File: config.mk
export PLATFORM = sky130hd
export DESIGN_NAME = prog_run_sequencer_flat
export DESIGN_NICKNAME = d
export VERILOG_FILES = /design/src/rtl/prog_run_sequencer_if.sv /design/src/rtl/prog_run_sequencer.sv /design/src/flat_wrapper.sv
export SDC_FILE = /design/constraint.sdc
export NUM_CORES = 1
export LEC_CHECK = 0
export ABC_AREA = 1
export CAP_MARGIN = 20
export CORE_MARGIN = 1.5
export CORE_UTILIZATION = 45
export CTS_BUF_LIST = sky130_fd_sc_hd__clkbuf_2
export DETAILED_ROUTE_END_ITERATION = 10
export HOLD_SLACK_MARGIN = 0.02
export PLACE_DENSITY = 0.78
export SLEW_MARGIN = 20
export SYNTH_ARGS = -nofsm -noshare
export SYNTH_HDL_FRONTEND = slang
export SYNTH_SLANG_ARGS = --single-unit
File: constraint.sdc
create_clock -name CLK -period 2.7 [get_ports CLK]
set_input_delay 0.54 -clock CLK [delete_from_list [all_inputs] [get_ports CLK]]
set_output_delay 0.54 -clock CLK [all_outputs]
set_load 0.03 [all_outputs]
File: src/rtl/prog_run_sequencer_if.sv
// rtl/prog_run_sequencer_if.sv - go/all_done handshake and datapath START/DONE bundle for the run sequencer
interface prog_run_sequencer_if #(
    parameter int CNT_W = 16
);
    logic             go;
    logic             dp_done;
    logic             dp_start;
    logic [3:0]       prog_idx;
    logic             busy;
    logic [CNT_W-1:0] cycle_count;
    logic             count_valid;
    logic             timeout;
    logic             all_done;

    // master: the top level / datapath side that requests sequences and reports DONE
    modport master (
        output go,
        output dp_done,
        input  dp_start,
        input  prog_idx,
        input  busy,
        input  cycle_count,
        input  count_valid,
        input  timeout,
        input  all_done
    );

    // slave: the sequencer itself
    modport slave (
        input  go,
        input  dp_done,
        output dp_start,
        output prog_idx,
        output busy,
        output cycle_count,
        output count_valid,
        output timeout,
        output all_done
    );
endinterface

File: src/rtl/prog_run_sequencer.sv
// rtl/prog_run_sequencer.sv - runs NUM_PROGS datapath programs back-to-back with start hold, run timing and watchdog
module prog_run_sequencer #(
    parameter int               NUM_PROGS    = 3,
    parameter int               START_CYCLES = 2,
    parameter int               CNT_W        = 16,
    parameter logic [CNT_W-1:0] TIMEOUT      = 16'hFFFF
) (
    input  logic                CLK,
    input  logic                reset,
    prog_run_sequencer_if.slave bus
);
    localparam int SC_W = (START_CYCLES > 1) ? $clog2(START_CYCLES) : 1;
    localparam logic [SC_W-1:0]  START_LAST = SC_W'(START_CYCLES - 1);
    localparam logic [3:0]       LAST_PROG  = 4'(NUM_PROGS - 1);
    localparam logic [CNT_W-1:0] ONE        = CNT_W'(1);

    typedef enum logic [1:0] {
        IDLE    = 2'd0,
        START_S = 2'd1,
        RUN     = 2'd2,
        FINISH  = 2'd3
    } state_t;

    state_t           state;
    logic [SC_W-1:0]  start_cnt;
    logic [CNT_W-1:0] run_cnt;
    logic [CNT_W-1:0] run_len;
    logic             run_limit;

    // run_len is the 1-based index of the current RUN cycle
    assign run_len   = run_cnt + ONE;
    assign run_limit = (run_len == TIMEOUT);

    always_ff @(posedge CLK) begin
        if (reset) begin
            state           <= IDLE;
            start_cnt       <= '0;
            run_cnt         <= '0;
            bus.dp_start    <= 1'b1;
            bus.prog_idx    <= 4'd0;
            bus.busy        <= 1'b0;
            bus.cycle_count <= '0;
            bus.count_valid <= 1'b0;
            bus.timeout     <= 1'b0;
            bus.all_done    <= 1'b0;
        end else begin
            bus.count_valid <= 1'b0;
            case (state)
                IDLE, FINISH: begin
                    bus.dp_start <= 1'b1;
                    if (bus.go) begin
                        state        <= START_S;
                        start_cnt    <= '0;
                        bus.prog_idx <= 4'd0;
                        bus.timeout  <= 1'b0;
                        bus.busy     <= 1'b1;
                        bus.all_done <= 1'b0;
                    end
                end

                START_S: begin
                    bus.dp_start <= 1'b1;
                    bus.busy     <= 1'b1;
                    if (start_cnt == START_LAST) begin
                        state        <= RUN;
                        run_cnt      <= '0;
                        bus.dp_start <= 1'b0;
                    end else begin
                        start_cnt <= start_cnt + 1'b1;
                    end
                end

                RUN: begin
                    bus.dp_start <= 1'b0;
                    bus.busy     <= 1'b1;
                    // A DONE in the limit cycle wins over the watchdog
                    if (bus.dp_done || run_limit) begin
                        bus.cycle_count <= run_len;
                        bus.count_valid <= 1'b1;
                        if (!bus.dp_done) begin
                            bus.timeout <= 1'b1;
                        end
                        bus.dp_start <= 1'b1;
                        if (bus.prog_idx == LAST_PROG) begin
                            state        <= FINISH;
                            bus.busy     <= 1'b0;
                            bus.all_done <= 1'b1;
                        end else begin
                            state        <= START_S;
                            start_cnt    <= '0;
                            bus.prog_idx <= bus.prog_idx + 4'd1;
                        end
                    end else begin
                        run_cnt <= run_len;
                    end
                end

                default: begin
                    state        <= IDLE;
                    bus.dp_start <= 1'b1;
                    bus.busy     <= 1'b0;
                    bus.all_done <= 1'b0;
                end
            endcase
        end
    end
endmodule
File: src/flat_wrapper.sv
// flat-port wrapper written by rule: the top's interface ports become plain ports
module prog_run_sequencer_flat 
#(
    parameter int               NUM_PROGS    = 3,
    parameter int               START_CYCLES = 2,
    parameter int               CNT_W        = 16,
    parameter logic [CNT_W-1:0] TIMEOUT      = 16'hFFFF
)
  (CLK, reset, bus_go, bus_dp_done, bus_dp_start, bus_prog_idx, bus_busy, bus_cycle_count, bus_count_valid, bus_timeout, bus_all_done);
  prog_run_sequencer_if #(.CNT_W(CNT_W)) bus_i ();
  input  logic CLK;
  input  logic reset;
  input wire logic [$bits(bus_i.go)-1:0] bus_go;
  input wire logic [$bits(bus_i.dp_done)-1:0] bus_dp_done;
  output wire logic [$bits(bus_i.dp_start)-1:0] bus_dp_start;
  output wire logic [$bits(bus_i.prog_idx)-1:0] bus_prog_idx;
  output wire logic [$bits(bus_i.busy)-1:0] bus_busy;
  output wire logic [$bits(bus_i.cycle_count)-1:0] bus_cycle_count;
  output wire logic [$bits(bus_i.count_valid)-1:0] bus_count_valid;
  output wire logic [$bits(bus_i.timeout)-1:0] bus_timeout;
  output wire logic [$bits(bus_i.all_done)-1:0] bus_all_done;
  assign bus_i.go = bus_go;
  assign bus_i.dp_done = bus_dp_done;
  assign bus_dp_start = bus_i.dp_start;
  assign bus_prog_idx = bus_i.prog_idx;
  assign bus_busy = bus_i.busy;
  assign bus_cycle_count = bus_i.cycle_count;
  assign bus_count_valid = bus_i.count_valid;
  assign bus_timeout = bus_i.timeout;
  assign bus_all_done = bus_i.all_done;
  prog_run_sequencer #(.NUM_PROGS(NUM_PROGS), .START_CYCLES(START_CYCLES), .CNT_W(CNT_W), .TIMEOUT(TIMEOUT)) u_core (.CLK(CLK), .reset(reset), .bus(bus_i));
endmodule
# Word level (Yosys, flattened, before mapping)
# Index checks and enable logic that the tools add are counted.
word_totals:
  register_bits: 44
  in_bits: 4
  out_inout_bits: 25
  elab_cells: 69
classes:
  add_sub_neg: 3
  eq_ne: 12
  n_mux: 30
  n_bitwise: 1
  n_reduce_logical: 13
op_table:
  columns: ["cell", "n"]
  rows:
  - ["16-bit 2-to-1 mux", 2]
  - ["16-bit one-hot mux with 2 select lines", 1]
  - ["16-bit by 1-bit adder with 16-bit output, second input constant", 1]
  - ["16-bit equality test, second input constant", 1]
  - ["1-bit 2-to-1 mux", 13]
  - ["4-bit 2-to-1 mux", 3]
  - ["4-bit AND reduction", 3]
  - ["1-bit one-hot mux with 3 select lines", 3]
  - ["3-bit AND reduction", 3]
  - ["2-bit 2-to-1 mux", 4]
  - ["2-bit inequality test, second input constant", 4]
  - ["4-bit one-hot mux with 2 select lines", 1]
  - ["2-bit by 1-bit inequality test with 1-bit output, second input constant", 3]
  - ["2-bit one-hot mux with 3 select lines", 1]
  - ["4-bit by 1-bit adder with 4-bit output, second input constant", 1]
  - ["2-bit equality test, second input constant", 2]
  - ["4-bit by 2-bit equality test with 1-bit output, second input constant", 1]
  - ["1-bit one-hot mux with 2 select lines", 2]
  - ["2-bit nonzero test", 2]
  - ["2-bit OR reduction", 2]
  - ["2-bit by 1-bit equality test with 1-bit output, second input constant", 1]
  - ["2-bit logical NOT", 1]
  - ["2-bit AND reduction", 1]
  - ["1-bit adder, second input constant", 1]
  - ["2 further kinds", 2]

# Logic depth before layout (Yosys ltp)
# Gate-level depths: netlist of run 1.
logic_depth:
  depth_word: 5
  mapped_depth: 16
  depth_no_buf: 16

# Least setup slack after synthesis of run 1
# No wires, ideal clock.
synth_timing:
  path_kind: "register -> register"
  start: "register u_core.run_cnt[1]"
  end: "register u_core.bus.cycle_count[0]"
  setup_ns: 0.069
  arrival_ns: 1.887
  required_time_ns: 2.631
  path_slack_ns: 0.744
  path_stages_with_launch: 17
  n_path_buf: 1
  synth_period_minus_slack_ns: 1.956
  cell_sequence: "dfxtp_1 ha_1 nand2_1 nor2_2 nand2_1 nand2_1 nand2_1 nor2_1 nand2_1 nor2_2 nand3_2 nand2_2 nand2_4 clkinv_2 nand2_2 buf_6 o21ai_1"
synth_via:
  elab_chain_len: 4
synth_lines:
  columns: ["item", "line_no", "source"]
  rows:
  - ["start: declaration", "prog_run_sequencer.sv:26", "logic [CNT_W-1:0] run_cnt;"]
  - ["start signal: assignment", "prog_run_sequencer.sv:94", "run_cnt <= run_len;"]
  - ["16-bit by 1-bit adder with 16-bit output", "prog_run_sequencer.sv:31", "assign run_len = run_cnt + ONE;"]
  - ["16-bit equality test", "prog_run_sequencer.sv:32", "assign run_limit = (run_len == TIMEOUT);"]
  - ["1-bit logical OR", "prog_run_sequencer.sv:77", "if (bus.dp_done || run_limit) begin"]
  - ["2-bit AND reduction (no line)", null, null]
  - ["end signal: assignment", "prog_run_sequencer.sv:78", "bus.cycle_count <= run_len;"]
  - ["end: declaration", "prog_run_sequencer_if.sv:35", "output cycle_count,"]
# Every way passes these cells.
# A chain may end at the register's enable or synchronous reset.

# Worst setup path in the final report of run 1
layout_timing:
  start: "register u_core.run_cnt[0]"
  end: "register u_core.run_cnt[3]"
layout_via:
  elab_chain_len: 5
  elab_cells_between_ends: 7
  classes_between: "1 x add/sub; 2 x eq/ne; 2 x mux; 2 x reduce/logical"
layout_lines:
  columns: ["item", "line_no"]
  rows:
  - ["16-bit by 1-bit adder with 16-bit output (*)", "prog_run_sequencer.sv:31"]
  - ["16-bit equality test", "prog_run_sequencer.sv:32"]
  - ["1-bit logical OR", "prog_run_sequencer.sv:77"]
  - ["2-bit inequality test (no line)", null]
  - ["3-bit AND reduction (no line)", null]
# Every way passes the cells marked *; elsewhere a longest branch is shown, timed or not. The select of a mux whose other input is x is not followed.

==> results of run 1 <==
[state kept, by name, indices dropped and copies added, names as in the netlist]
signal,count
u_core.bus.count_valid,1
u_core.bus.dp_start,1
u_core.bus.all_done,1
u_core.run_cnt,16
u_core.bus.prog_idx,4
u_core.bus.busy,1
u_core.start_cnt,1
u_core.state,2
u_core.bus.timeout,1
u_core.bus.cycle_count,16
[metal layers]
layer | global-route usage, % | vias up
li1 | - | 1218
met1 | 27.4 | 1036
met2 | 30.8 | 63
met3 | 3.37 | 9
met4 | 8.15 | 0
met5 | 0 | -
[timing repair]
item / 4_1_cts / 5_1_grt
gates resized for setup: 0 / 7
buffers inserted: 0 / 3
endpoints found under the setup margin: 0 / 23
[power groups by stage]
stage | clock, mW | combinational, mW | sequential (mW)
after detailed placement | 0 | 1.25 | 1.03
after global routing | 0.304 | 1.55 | 1.06
final | 0.270 | 1.40 | 1.03
after floorplan | 0 | 0.868 | 1.09
after global placement | 0 | 1.23 | 1.03
after CTS | 0.280 | 1.26 | 1.02
[placed cells by master, fill, tap and decap left out, types with 4 or more instances in the layout]
cell type	n
sky130_fd_sc_hd__nand2_1	72
sky130_fd_sc_hd__nor2_1	66
sky130_fd_sc_hd__inv_1	43
sky130_fd_sc_hd__dfxtp_1	42
sky130_fd_sc_hd__nand3_1	39
sky130_fd_sc_hd__clkdlybuf4s50_1	28
sky130_fd_sc_hd__o21ai_0	16
sky130_fd_sc_hd__a21oi_1	15
sky130_fd_sc_hd__o21ai_1	9
sky130_fd_sc_hd__nand4_1	8
sky130_fd_sc_hd__ha_1	7
sky130_fd_sc_hd__nand2_2	6
sky130_fd_sc_hd__o21ai_2	6
sky130_fd_sc_hd__nor2_2	5
sky130_fd_sc_hd__clkbuf_2	5
sky130_fd_sc_hd__buf_4	4
[critical path, stage by stage (launching register included)]
cell and delay (ns):
sky130_fd_sc_hd__dfxtp_2 0.42, sky130_fd_sc_hd__ha_1 0.25, sky130_fd_sc_hd__nand2_1 0.12, sky130_fd_sc_hd__nor2_2 0.17, sky130_fd_sc_hd__nand2_1 0.07, sky130_fd_sc_hd__nand2_1 0.06
sky130_fd_sc_hd__nand2_1 0.10, sky130_fd_sc_hd__nor2_1 0.13, sky130_fd_sc_hd__nand2_1 0.08, sky130_fd_sc_hd__nor2_2 0.11, sky130_fd_sc_hd__nand3_2 0.12, sky130_fd_sc_hd__nand2_2 0.13
sky130_fd_sc_hd__nand2_8 0.15, sky130_fd_sc_hd__nand2_8 0.16, sky130_fd_sc_hd__inv_2 0.10, sky130_fd_sc_hd__nor2_1 0.10, sky130_fd_sc_hd__nor2_1 0.05
[final cells by class]
type	instances	area (um^2)	share of cell area [%]
well taps	70	87.6	3.10
inverters	47	179	6.33
flip-flops and latches	44	883	31.3
repair buffers	33	330	11.7
multi-input cells	262	1310	46.2
clock inverters	3	13.8	0.487
clock buffers	5	25.0	0.886
[through the flow]
| step | hold slack, ns | setup slack [ns] |
|---|---|---|
| floorplan | 0.452 | 0.744 |
| global placement | 0.442 | 0.229 |
| detailed placement | 0.440 | 0.185 |
| CTS | 0.468 | 0.153 |
| global route | 0.491 | 0.00880 |
| finish | 0.472 | 0.303 |
[synthesized netlist by cell type (all sizes together), types with 4 or more instances]
cell type	count
dfxtp	44
nand3	41
a21oi	15
nor2	72
clkbuf	6
o21ai	31
inv	45
nand2	81
nand4	8
ha	7
buf	4
[cell families (layout without fill, tap and decap cells)]
kind of cell,after synthesis,count (layout)
and+or+nand+nor,205,206
buffers and inverters,57,88
AOI/OAI and AO/OA,48,48
DFF,44,44
adders and majority gates,7,7
xor gates and xnor gates,1,1
[worst max-delay path by stage]
stage	startpoint	end	slack (ns)	cells after the start
after floorplan	u_core.run_cnt[1]	u_core.bus.cycle_count[0]	0.74	16
after CTS	u_core.run_cnt[0]	u_core.bus.cycle_count[14]	0.15	15
after global routing	u_core.run_cnt[1]	u_core.bus.cycle_count[13]	0.009	15
after global placement	u_core.run_cnt[1]	u_core.bus.cycle_count[14]	0.23	15
final	u_core.run_cnt[0]	u_core.run_cnt[3]	0.30	16
after detailed placement	u_core.run_cnt[0]	u_core.run_cnt[3]	0.19	16
==> impl_metrics.sql, run 1 <==
INSERT INTO impl_metrics (metric_group, metric, value, unit) VALUES
('global_route', 'grt_pass1_wl', '9470', 'um'),
('placement', 'gp_congestion', '0.949', ''),
('layout', 'postLayoutCoreUtil', '55.3', '%'),
('setup_path', 'critPathCaptureType', 'flip-flop', ''),
('routing', 'routed-wl-met2', '2560', 'um'),
('floorplan', 'std_cell_rows', '26', ''),
('synth', 'synthCells', '362', ''),
('sta', 'fin_setup_tns', '0', 'ns'),
('setup_path', 'timing.reg2reg.setup_slack', '0.30', 'ns'),
('clock_network', 'htree_levels', '2', ''),
('setup_path', 'worstPathMaxFanout', '25', ''),
('sta', 'timing.max_slew.rel_slack', '38.6', '%'),
('global_route', 'grt_max_degree', '25', ''),
('routing', 'finalWirelength', '5590', 'um'),
('clock_network', 'clock_latency', '0.42', 'ns'),
('setup_path', 'setup.worst_path.class', 'flip-flop to flip-flop', ''),
('sta', 'worstMarginPinSlew', '0.918', 'ns'),
('sta', 'slew_violations', '0', ''),
('setup_path', 'cp.required', '3.01', 'ns'),
('run_status', 'status', 'finished, final reports clean', ''),
('routing', 'maxUsedRoutingLayer', 'met4', ''),
('routing', 'route.met3.wl', '339', 'um'),
('global_route', 'track_usage', '19.9', '%'),
('floorplan', 'design.core.area', '0.00511', 'mm^2'),
('global_route', 'via_count_of_the_first_global_routing_pass', '2081', ''),
('power', 'power.switching', '1.30', 'mW'),
('routing', 'drt_first_pass_iters', '4', ''),
('routing', 'count_of_vias_placed_by_the_detailed_router', '2326', ''),
('synth', 'netlist_top_cells_area', 'sky130_fd_sc_hd__dfxtp_1 37%, sky130_fd_sc_hd__nand2_1 11%, sky130_fd_sc_hd__nor2_1 10%', ''),
('synth', 'postSynthRegisterBits', '44', ''),
('floorplan', 'die_width', '75.9', 'um'),
('synth', 'synth-edff-count', '0', ''),
('clock_network', 'clock-sinks', '44', ''),
('setup_path', 'worst_setup_sp_type', 'flip-flop', ''),
('placement', 'place_hpwl', '4050', 'um'),
('synth', 'netlist.area_leader.share', '36.8', '%'),
('job', 'drv_cap', '0', ''),
('global_route', 'antenna_found_initial', '0', ''),
('sta', 'rsz0062_at_grt', 'no', ''),
('worst_hold_path', 'worst_hold_depth', '2', ''),
('clock_network', 'cts_made_buffers', '5', ''),
('layout', 'num-nets-final', '404', ''),
('layout', 'count_of_non_filler_cells_in_the_finished_layout', '464', ''),
('clock_network', 'clock_root_buffer', 'sky130_fd_sc_hd__clkbuf_2', ''),
('clock_network', 'cts_tree', 'built', ''),
('floorplan', 'fp.dieH', '75.9', 'um'),
('sta', 'final_cycle_share', '88.8', '%'),
('clock_network', 'postCtsHoldBufs', '0', ''),
('power', 'power.static_leakage', '1.14', 'nW'),
('sta', 'finalHoldViolCount', '0', ''),
('synth', 'synth_mux_area_share', '0', '%'),
('synth', 'post_synth_xor_area_fraction', '0.366', '%'),
('placement', 'buffer_ports.inserted', '28', ''),
('power', 'switching_share', '48.4', '%'),
('synth', 'synth_top_family_by_area', 'simple AND/OR/NAND/NOR gates', ''),
('floorplan', 'design.die.area', '0.00576', 'mm^2'),
('sta', 'final-setup-viol-count', '0', ''),
('synth', 'post_synth_and_or_nand_nor_area_fraction', '38.0', '%'),
('clock_network', 'cts.reportedPaths.clkPinSlew', '0.23', 'ns'),
('synth', 'synth_compound_gate_area_share', '11.2', '%'),
('clock_network', 'clock_tree.buffer_depth', '2', ''),
('floorplan', 'start_util', '46.8', '%'),
('layout', 'insertedDiodeCount', '0', ''),
('placement', 'dpl-instance-area', '0.00271', 'mm^2'),
('synth', 'synth.net_count', '373', ''),
('sta', 'fin_skew', '0.0283', 'ns'),
('layout', 'final.fill_count', '503', ''),
('setup_path', 'worst-endpoint-arrival', '2.71', 'ns'),
('routing', 'vias_per_cell', '5.01', ''),
('layout', 'layout-area-overhead-vs-synth', '18.1', '%'),
('routing', 'antenna_left', '0', '');
Power figures use the tool's default switching activity.
==> run 2, diff against run 1 <==
--- a/config.mk
+++ b/config.mk
@@ -13,6 +13,7 @@
 export DETAILED_ROUTE_END_ITERATION = 10
 export HOLD_SLACK_MARGIN = 0.02
 export PLACE_DENSITY = 0.78
+export RECOVER_POWER = 50
 export SLEW_MARGIN = 20
 export SYNTH_ARGS = -nofsm -noshare
 export SYNTH_HDL_FRONTEND = slang
==> impl_metrics.sql, run 2 (synthesized netlist as in run 1, its figures left out) <==
INSERT INTO impl_metrics (metric_group, metric, value, unit) VALUES
('run_status', 'status', 'finished, final reports clean', ''),
('power', 'internal_power', '1.37', 'mW'),
('floorplan', 'design.core.area', '0.00511', 'mm^2'),
('power', 'worst_ir_drop_vdd', '0.351', 'mV'),
('global_route', 'track_usage', '19.9', '%'),
('sta', 'fin_setup_tns', '0', 'ns'),
('job', 'drv_cap', '0', ''),
('routing', 'count_of_vias_placed_by_the_detailed_router', '2339', ''),
('layout', 'proportion_of_layout_cells_with_a_drive_suffix_above_1', '10.4', '%'),
('global_route', 'grt_max_degree', '25', ''),
('layout', 'num-nets-final', '404', ''),
('setup_path', 'worst_setup_sp_type', 'flip-flop', ''),
('worst_hold_path', 'min_path_type', 'flip-flop to flip-flop', ''),
('floorplan', 'start_util', '46.8', '%'),
('clock_network', 'clock_tree.buffer_depth', '2', ''),
('global_route', 'grt_pass1_wl', '9470', 'um'),
('layout', 'final_common_cell', 'sky130_fd_sc_hd__nand2_1', ''),
('clock_network', 'htree_levels', '2', ''),
('setup_path', 'setup.worst_path.class', 'flip-flop to flip-flop', ''),
('routing', 'finalWirelength', '5550', 'um'),
('placement', 'gp_congestion', '0.949', ''),
('routing', 'first_iteration_detailed_routing_drc_count', '197', ''),
('setup_path', 'cp.required', '3.01', 'ns'),
('global_route', 'overall_overflow_remaining_after_global_route', '0', ''),
('routing', 'detail_route.drc_violations', '0', ''),
('sta', 'max_clock_freq', '418', 'MHz'),
('power', 'seq_power_share', '38.4', '%'),
('placement', 'dp_cells', '452', ''),
('placement', 'place_hpwl', '4050', 'um'),
('routing', 'wl_per_cell', '12.0', 'um'),
('sta', 'fin_worst_hold_slack', '0.468', 'ns'),
('layout', 'reg.largest.list', 'u_core.bus.cycle_count (16), u_core.run_cnt (16), u_core.bus.prog_idx (4)', ''),
('global_route', 'antenna_found_initial', '0', ''),
('power', 'power_frac_comb', '51.4', '%'),
('setup_path', 'worstPathMaxFanout', '25', ''),
('sta', 'finalHoldViolCount', '0', ''),
('layout', 'postLayoutCoreUtil', '55.3', '%'),
('setup_path', 'timing.reg2reg.setup_slack', '0.31', 'ns'),
('floorplan', 'die_width', '75.9', 'um'),
('routing', 'antenna_left', '0', ''),
('layout', 'count_of_non_filler_cells_in_the_finished_layout', '464', ''),
('power', 'switching_share', '48.6', '%'),
('sta', 'final_cycle_share', '88.5', '%'),
('layout', 'final_cell_mix', '72 x sky130_fd_sc_hd__nand2_1, 67 x sky130_fd_sc_hd__nor2_1, 43 x sky130_fd_sc_hd__inv_1', ''),
('sta', 'layout_min_cycle_time', '2.39', 'ns'),
('clock_network', 'cts_made_buffers', '5', ''),
('clock_network', 'clock_root_buffer', 'sky130_fd_sc_hd__clkbuf_2', ''),
('clock_network', 'clock_latency', '0.41', 'ns'),
('power', 'pwr_density_cell', '944', 'mW/mm^2'),
('floorplan', 'fp.dieH', '75.9', 'um'),
('power', 'power_frac_clock', '10.1', '%'),
('setup_path', 'worst-endpoint-arrival', '2.70', 'ns'),
('sta', 'slew_violations', '0', ''),
('sta', 'rsz0062_at_grt', 'no', ''),
('sta', 'fin_skew', '0.0289', 'ns'),
('routing', 'drt_first_pass_iters', '4', ''),
('clock_network', 'postCtsHoldBufs', '0', ''),
('power', 'power.static_leakage', '1.22', 'nW'),
('setup_path', 'crit-reg2reg-launch', 'u_core.run_cnt[0]', ''),
('sta', 'worstMarginPinSlew', '0.915', 'ns'),
('setup_path', 'startpoint', 'u_core.run_cnt[0]', ''),
('global_route', 'via_count_of_the_first_global_routing_pass', '2081', ''),
('sta', 'timing.max_slew.rel_slack', '38.8', '%'),
('power', 'power.switching', '1.30', 'mW'),
('setup_path', 'critPathCaptureType', 'flip-flop', ''),
('routing', 'vias_per_cell', '5.04', ''),
('sta', 'final-setup-viol-count', '0', ''),
('setup_path', 'timing.rr.end', 'u_core.run_cnt[3]', ''),
('setup_path', 'ff2ff_path_depth', '16', ''),
('floorplan', 'num_io_pins', '29', ''),
('placement', 'buffer_ports.inserted', '28', ''),
('setup_path', 'timing.critical_path.to', 'u_core.run_cnt[3]', ''),
('clock_network', 'clock-sinks', '44', ''),
('clock_network', 'cts_tree', 'built', ''),
('layout', 'insertedDiodeCount', '0', ''),
('floorplan', 'std_cell_rows', '26', ''),
('layout', 'layout-area-overhead-vs-synth', '18.0', '%'),
('floorplan', 'design.die.area', '0.00576', 'mm^2'),
('clock_network', 'cts.reportedPaths.clkPinSlew', '0.23', 'ns');
-- run 2: critical path, cell delays in order (launching register included) --
cell                      delay, ns
sky130_fd_sc_hd__dfxtp_2       0.42
sky130_fd_sc_hd__ha_1          0.24
sky130_fd_sc_hd__nand2_1       0.12
sky130_fd_sc_hd__nor2_2        0.17
sky130_fd_sc_hd__nand2_1       0.07
sky130_fd_sc_hd__nand2_1       0.06
sky130_fd_sc_hd__nand2_1       0.10
sky130_fd_sc_hd__nor2_1        0.13
sky130_fd_sc_hd__nand2_1       0.06
sky130_fd_sc_hd__nor2_1        0.12
sky130_fd_sc_hd__nand3_2       0.13
sky130_fd_sc_hd__nand2_2       0.13
sky130_fd_sc_hd__nand2_8       0.14
sky130_fd_sc_hd__nand2_8       0.16
sky130_fd_sc_hd__inv_2         0.09
sky130_fd_sc_hd__nor2_1        0.10
sky130_fd_sc_hd__nor2_1        0.05
-- run 2: power by group through the flow --
stage / Clock, mW / Sequential (mW) / Combinational (mW)
final: 0.270 / 1.02 / 1.37
after floorplan: 0 / 1.09 / 0.868
after global routing: 0.304 / 1.06 / 1.54
after global placement: 0 / 1.03 / 1.23
after CTS: 0.280 / 1.02 / 1.26
after detailed placement: 0 / 1.03 / 1.25
-- run 2: metrics by stage --
step / instance area (um^2) / worst slack (ns) / power [mW]
floorplan: 2390 / 0.744 / 1.96
global route: 2820 / 0.0152 / 2.90
global placement: 2710 / 0.229 / 2.26
CTS: 2750 / 0.153 / 2.56
detailed placement: 2710 / 0.185 / 2.28
finish: 2820 / 0.310 / 2.66
-- run 2: how the worst min path moves through the flow --
stage                        start                  end  cells past startpoint
3_3_place_gp   u_core.bus.all_done  u_core.bus.all_done                      2
2_1_floorplan      u_core.state[1]      u_core.state[1]                      2
6_report       u_core.bus.all_done  u_core.bus.all_done                      2
4_1_cts        u_core.bus.all_done  u_core.bus.all_done                      2
3_5_place_dp   u_core.bus.all_done  u_core.bus.all_done                      2
5_1_grt        u_core.bus.all_done  u_core.bus.all_done                      2
-- run 2: timing repair --
item	CTS	global route
buffers inserted	0	3
setup endpoints to repair	0	23
gates resized for setup	0	7
-- run 2: layer usage --
metal	global-route usage (%)	vias to the layer above	routed length (um)
li1	-	1219	-
met1	27.4	1053	2610
met2	30.8	59	2560
met3	3.37	8	280
met4	8.15	0	96
met5	0	-	0
-- run 2: cell type report --
| type | count | area (um^2) |
|---|---|---|
| clock buffers | 5 | 25.0 |
| clock inverters | 3 | 13.8 |
| fillers | 504 | 2280 |
| inverters | 47 | 179 |
| multi-input cells | 262 | 1300 |
| flip-flops and latches | 44 | 883 |
| well taps | 70 | 87.6 |
| repair buffers | 33 | 330 |
==> run 3, diff against run 2 <==
==> constraint.sdc (replaced) <==
create_clock -name CLK -period 2.8 [get_ports CLK]
set_input_delay 0.56 -clock CLK [delete_from_list [all_inputs] [get_ports CLK]]
set_output_delay 0.56 -clock CLK [all_outputs]
set_load 0.03 [all_outputs]
==> impl_metrics.sql, run 3 (synthesized netlist as in run 1, its figures left out) <==
INSERT INTO impl_metrics (metric_group, metric, value, unit) VALUES
('run_status', 'status', 'finished, final reports clean', ''),
('clock_network', 'cts_tree', 'built', ''),
('setup_path', 'timing.critical_path.buf_inv', '1', ''),
('sta', 'timing.max_slew.rel_slack', '58.2', '%'),
('placement', 'dpl-instance-area', '0.00271', 'mm^2'),
('floorplan', 'std_cell_rows', '26', ''),
('setup_path', 'kind_of_cell_with_the_highest_combined_delay_on_the_critical_path', 'simple AND/OR/NAND/NOR gates', ''),
('power', 'switching_share', '47.3', '%'),
('setup_path', 'critPathCaptureType', 'flip-flop', ''),
('setup_path', 'cell_at_the_slowest_stage_of_the_critical_path', 'sky130_fd_sc_hd__dfxtp_2', ''),
('routing', 'drt_first_pass_iters', '5', ''),
('floorplan', 'design.die.area', '0.00576', 'mm^2'),
('sta', 'fin_skew', '0.0190', 'ns'),
('global_route', 'antenna_found_initial', '0', ''),
('sta', 'worstMarginPinSlew', '0.627', 'ns'),
('clock_network', 'clock_root_buffer', 'sky130_fd_sc_hd__clkbuf_2', ''),
('sta', 'rsz0062_at_grt', 'no', ''),
('sta', 'final-setup-viol-count', '0', ''),
('global_route', 'grt_pass1_wl', '9190', 'um'),
('routing', 'first_iteration_detailed_routing_drc_count', '179', ''),
('power', 'internal_power', '1.34', 'mW'),
('clock_network', 'clock_tree.buffer_depth', '2', ''),
('layout', 'reg.largest.list', 'u_core.bus.cycle_count (16), u_core.run_cnt (16), u_core.bus.prog_idx (4)', ''),
('routing', 'antenna_left', '0', ''),
('clock_network', 'clock-sinks', '44', ''),
('sta', 'layout_min_cycle_time', '2.49', 'ns'),
('power', 'worst_ir_drop_vdd', '0.358', 'mV'),
('floorplan', 'start_util', '46.8', '%'),
('layout', 'final_common_cell', 'sky130_fd_sc_hd__nand2_1', ''),
('global_route', 'via_count_of_the_first_global_routing_pass', '1984', ''),
('power', 'power.static_leakage', '1.20', 'nW'),
('routing', 'route.met3.wl', '296', 'um'),
('placement', 'preCtsSetupSlack', '0.291', 'ns'),
('sta', 'fin_setup_tns', '0', 'ns'),
('floorplan', 'num_io_pins', '29', ''),
('placement', 'place_hpwl', '4050', 'um'),
('layout', 'proportion_of_layout_cells_with_a_drive_suffix_above_1', '10.0', '%'),
('clock_network', 'cts_setup_buffers', '0', ''),
('layout', 'num-nets-final', '400', ''),
('clock_network', 'htree_levels', '2', ''),
('setup_path', 'critPathMaxStageDelay', '0.42', 'ns'),
('layout', 'layout-area-overhead-vs-synth', '16.3', '%'),
('floorplan', 'fp.dieH', '75.9', 'um'),
('worst_hold_path', 'min_path_type', 'flip-flop to flip-flop', ''),
('setup_path', 'cp.required', '3.16', 'ns'),
('sta', 'final_critical_path_setup_slack', '0.308', 'ns'),
('floorplan', 'design.core.area', '0.00511', 'mm^2'),
('sta', 'final_cycle_share', '89.0', '%'),
('sta', 'slew_violations', '0', ''),
('sta', 'finalHoldViolCount', '0', ''),
('placement', 'buffer_ports.inserted', '28', ''),
('power', 'power_frac_comb', '46.9', '%'),
('clock_network', 'clock_latency', '0.43', 'ns'),
('sta', 'max_clock_freq', '401', 'MHz'),
('routing', 'routed-wl-met2', '2400', 'um'),
('setup_path', 'critPathMostFrequentCell', 'sky130_fd_sc_hd__nand2_1', ''),
('routing', 'wl_met1', '2620', 'um'),
('setup_path', 'worstPathMaxFanout', '24', ''),
('routing', 'maxUsedRoutingLayer', 'met4', ''),
('floorplan', 'die_width', '75.9', 'um'),
('clock_network', 'cts_made_buffers', '5', ''),
('power', 'pwr_density_cell', '915', 'mW/mm^2'),
('global_route', 'track_usage', '19.4', '%'),
('routing', 'wl_per_cell', '11.8', 'um'),
('power', 'power_frac_clock', '14.2', '%'),
('routing', 'count_of_vias_placed_by_the_detailed_router', '2342', ''),
('setup_path', 'timing.critical_path.cells', 'ha_1 > nand2_1 > nor2_2 > nand2_1 > nand2_1 > nand2_1 > nor2_1 > nand2_1 > nor2_2 > nand3_2 > nand2_2 > nand2_4 > clkinv_2 > nand2_2 > o21ai_0', ''),
('global_route', 'overall_overflow_remaining_after_global_route', '0', ''),
('routing', 'detail_route.drc_violations', '0', ''),
('placement', 'gp_congestion', '0.911', ''),
('routing', 'vias_per_cell', '5.09', ''),
('job', 'drv_cap', '0', ''),
('power', 'seq_power_share', '38.9', '%'),
('power', 'power.switching', '1.20', 'mW'),
('setup_path', 'setup.worst_path.class', 'flip-flop to flip-flop', ''),
('layout', 'cell_area_after_layout', '0.00278', 'mm^2'),
('clock_network', 'postCtsHoldBufs', '0', ''),
('layout', 'final_cell_mix', '72 x sky130_fd_sc_hd__nand2_1, 66 x sky130_fd_sc_hd__nor2_1, 43 x sky130_fd_sc_hd__inv_1', ''),
('layout', 'insertedDiodeCount', '0', ''),
('setup_path', 'worst_setup_sp_type', 'flip-flop', ''),
('clock_network', 'cts.reportedPaths.clkPinSlew', '0.21', 'ns'),
('routing', 'finalWirelength', '5430', 'um'),
('global_route', 'grt_max_degree', '25', ''),
('setup_path', 'worst-endpoint-arrival', '2.85', 'ns');
-- run 3: final timing paths --
path / start / endpoint / slack (ns) / cells past startpoint
worst min register to register: u_core.bus.all_done / u_core.bus.all_done / 0.46 / 2
worst max-delay path: u_core.run_cnt[1] / u_core.bus.cycle_count[13] / 0.31 / 15
worst max register to register: u_core.run_cnt[1] / u_core.bus.cycle_count[13] / 0.31 / 15
worst min-delay path: u_core.bus.all_done / u_core.bus.all_done / 0.46 / 2
-- run 3: power by group through the flow --
stage / combinational, mW / clock (mW) / sequential (mW)
after floorplan: 0.837 / 0 / 1.05
after global placement: 1.18 / 0 / 0.995
after detailed placement: 1.20 / 0 / 0.996
after CTS: 1.21 / 0.371 / 0.986
after global routing: 1.34 / 0.404 / 1.02
final: 1.19 / 0.362 / 0.990
-- run 3: worst reg2reg max path: cells and delay by family (launching register included) --
family | cells | cell delay (ns)
AO/OA/AOI/OAI | 1 | 0.22
AND/OR/NAND/NOR | 12 | 1.39
flip-flops | 1 | 0.42
buffers and inverters | 1 | 0.17
adder cells (fa/ha/maj) | 1 | 0.24
-- run 3: metrics by stage --
stage                     std cells  total power [mW]  util (%)  hold WS, ns
after CTS                       460              2.56      54.4        0.470
final                           460              2.55      54.5        0.460
after detailed placement        452              2.20      53.1        0.443
after global routing            460              2.76      54.5        0.500
after floorplan                 362              1.89         -        0.452
after global placement          452              2.17      53.1        0.442
-- run 3: what timing repair did --
item,in CTS,in global routing
setup endpoints to repair,0,10
gates resized for setup,0,2
endpoints found under the hold margin,0,0
-- run 3: layout make-up --
| cell class | instances | area (um^2) |
|---|---|---|
| Multi-Input combinational cell | 261 | 1270 |
| Clock buffer | 6 | 30.0 |
| Fill cell | 517 | 2330 |
| Inverter | 47 | 178 |
| Sequential cell | 44 | 883 |
| Tap cell | 70 | 87.6 |
| Clock inverter | 2 | 35.0 |
| Timing Repair Buffer | 30 | 295 |
-- run 3: routing by layer --
metal	track usage [%]	vias to the layer above
li1	-	1208
met1	26.9	1047
met2	29.7	75
met3	3.73	12
met4	7.41	0
met5	0	-
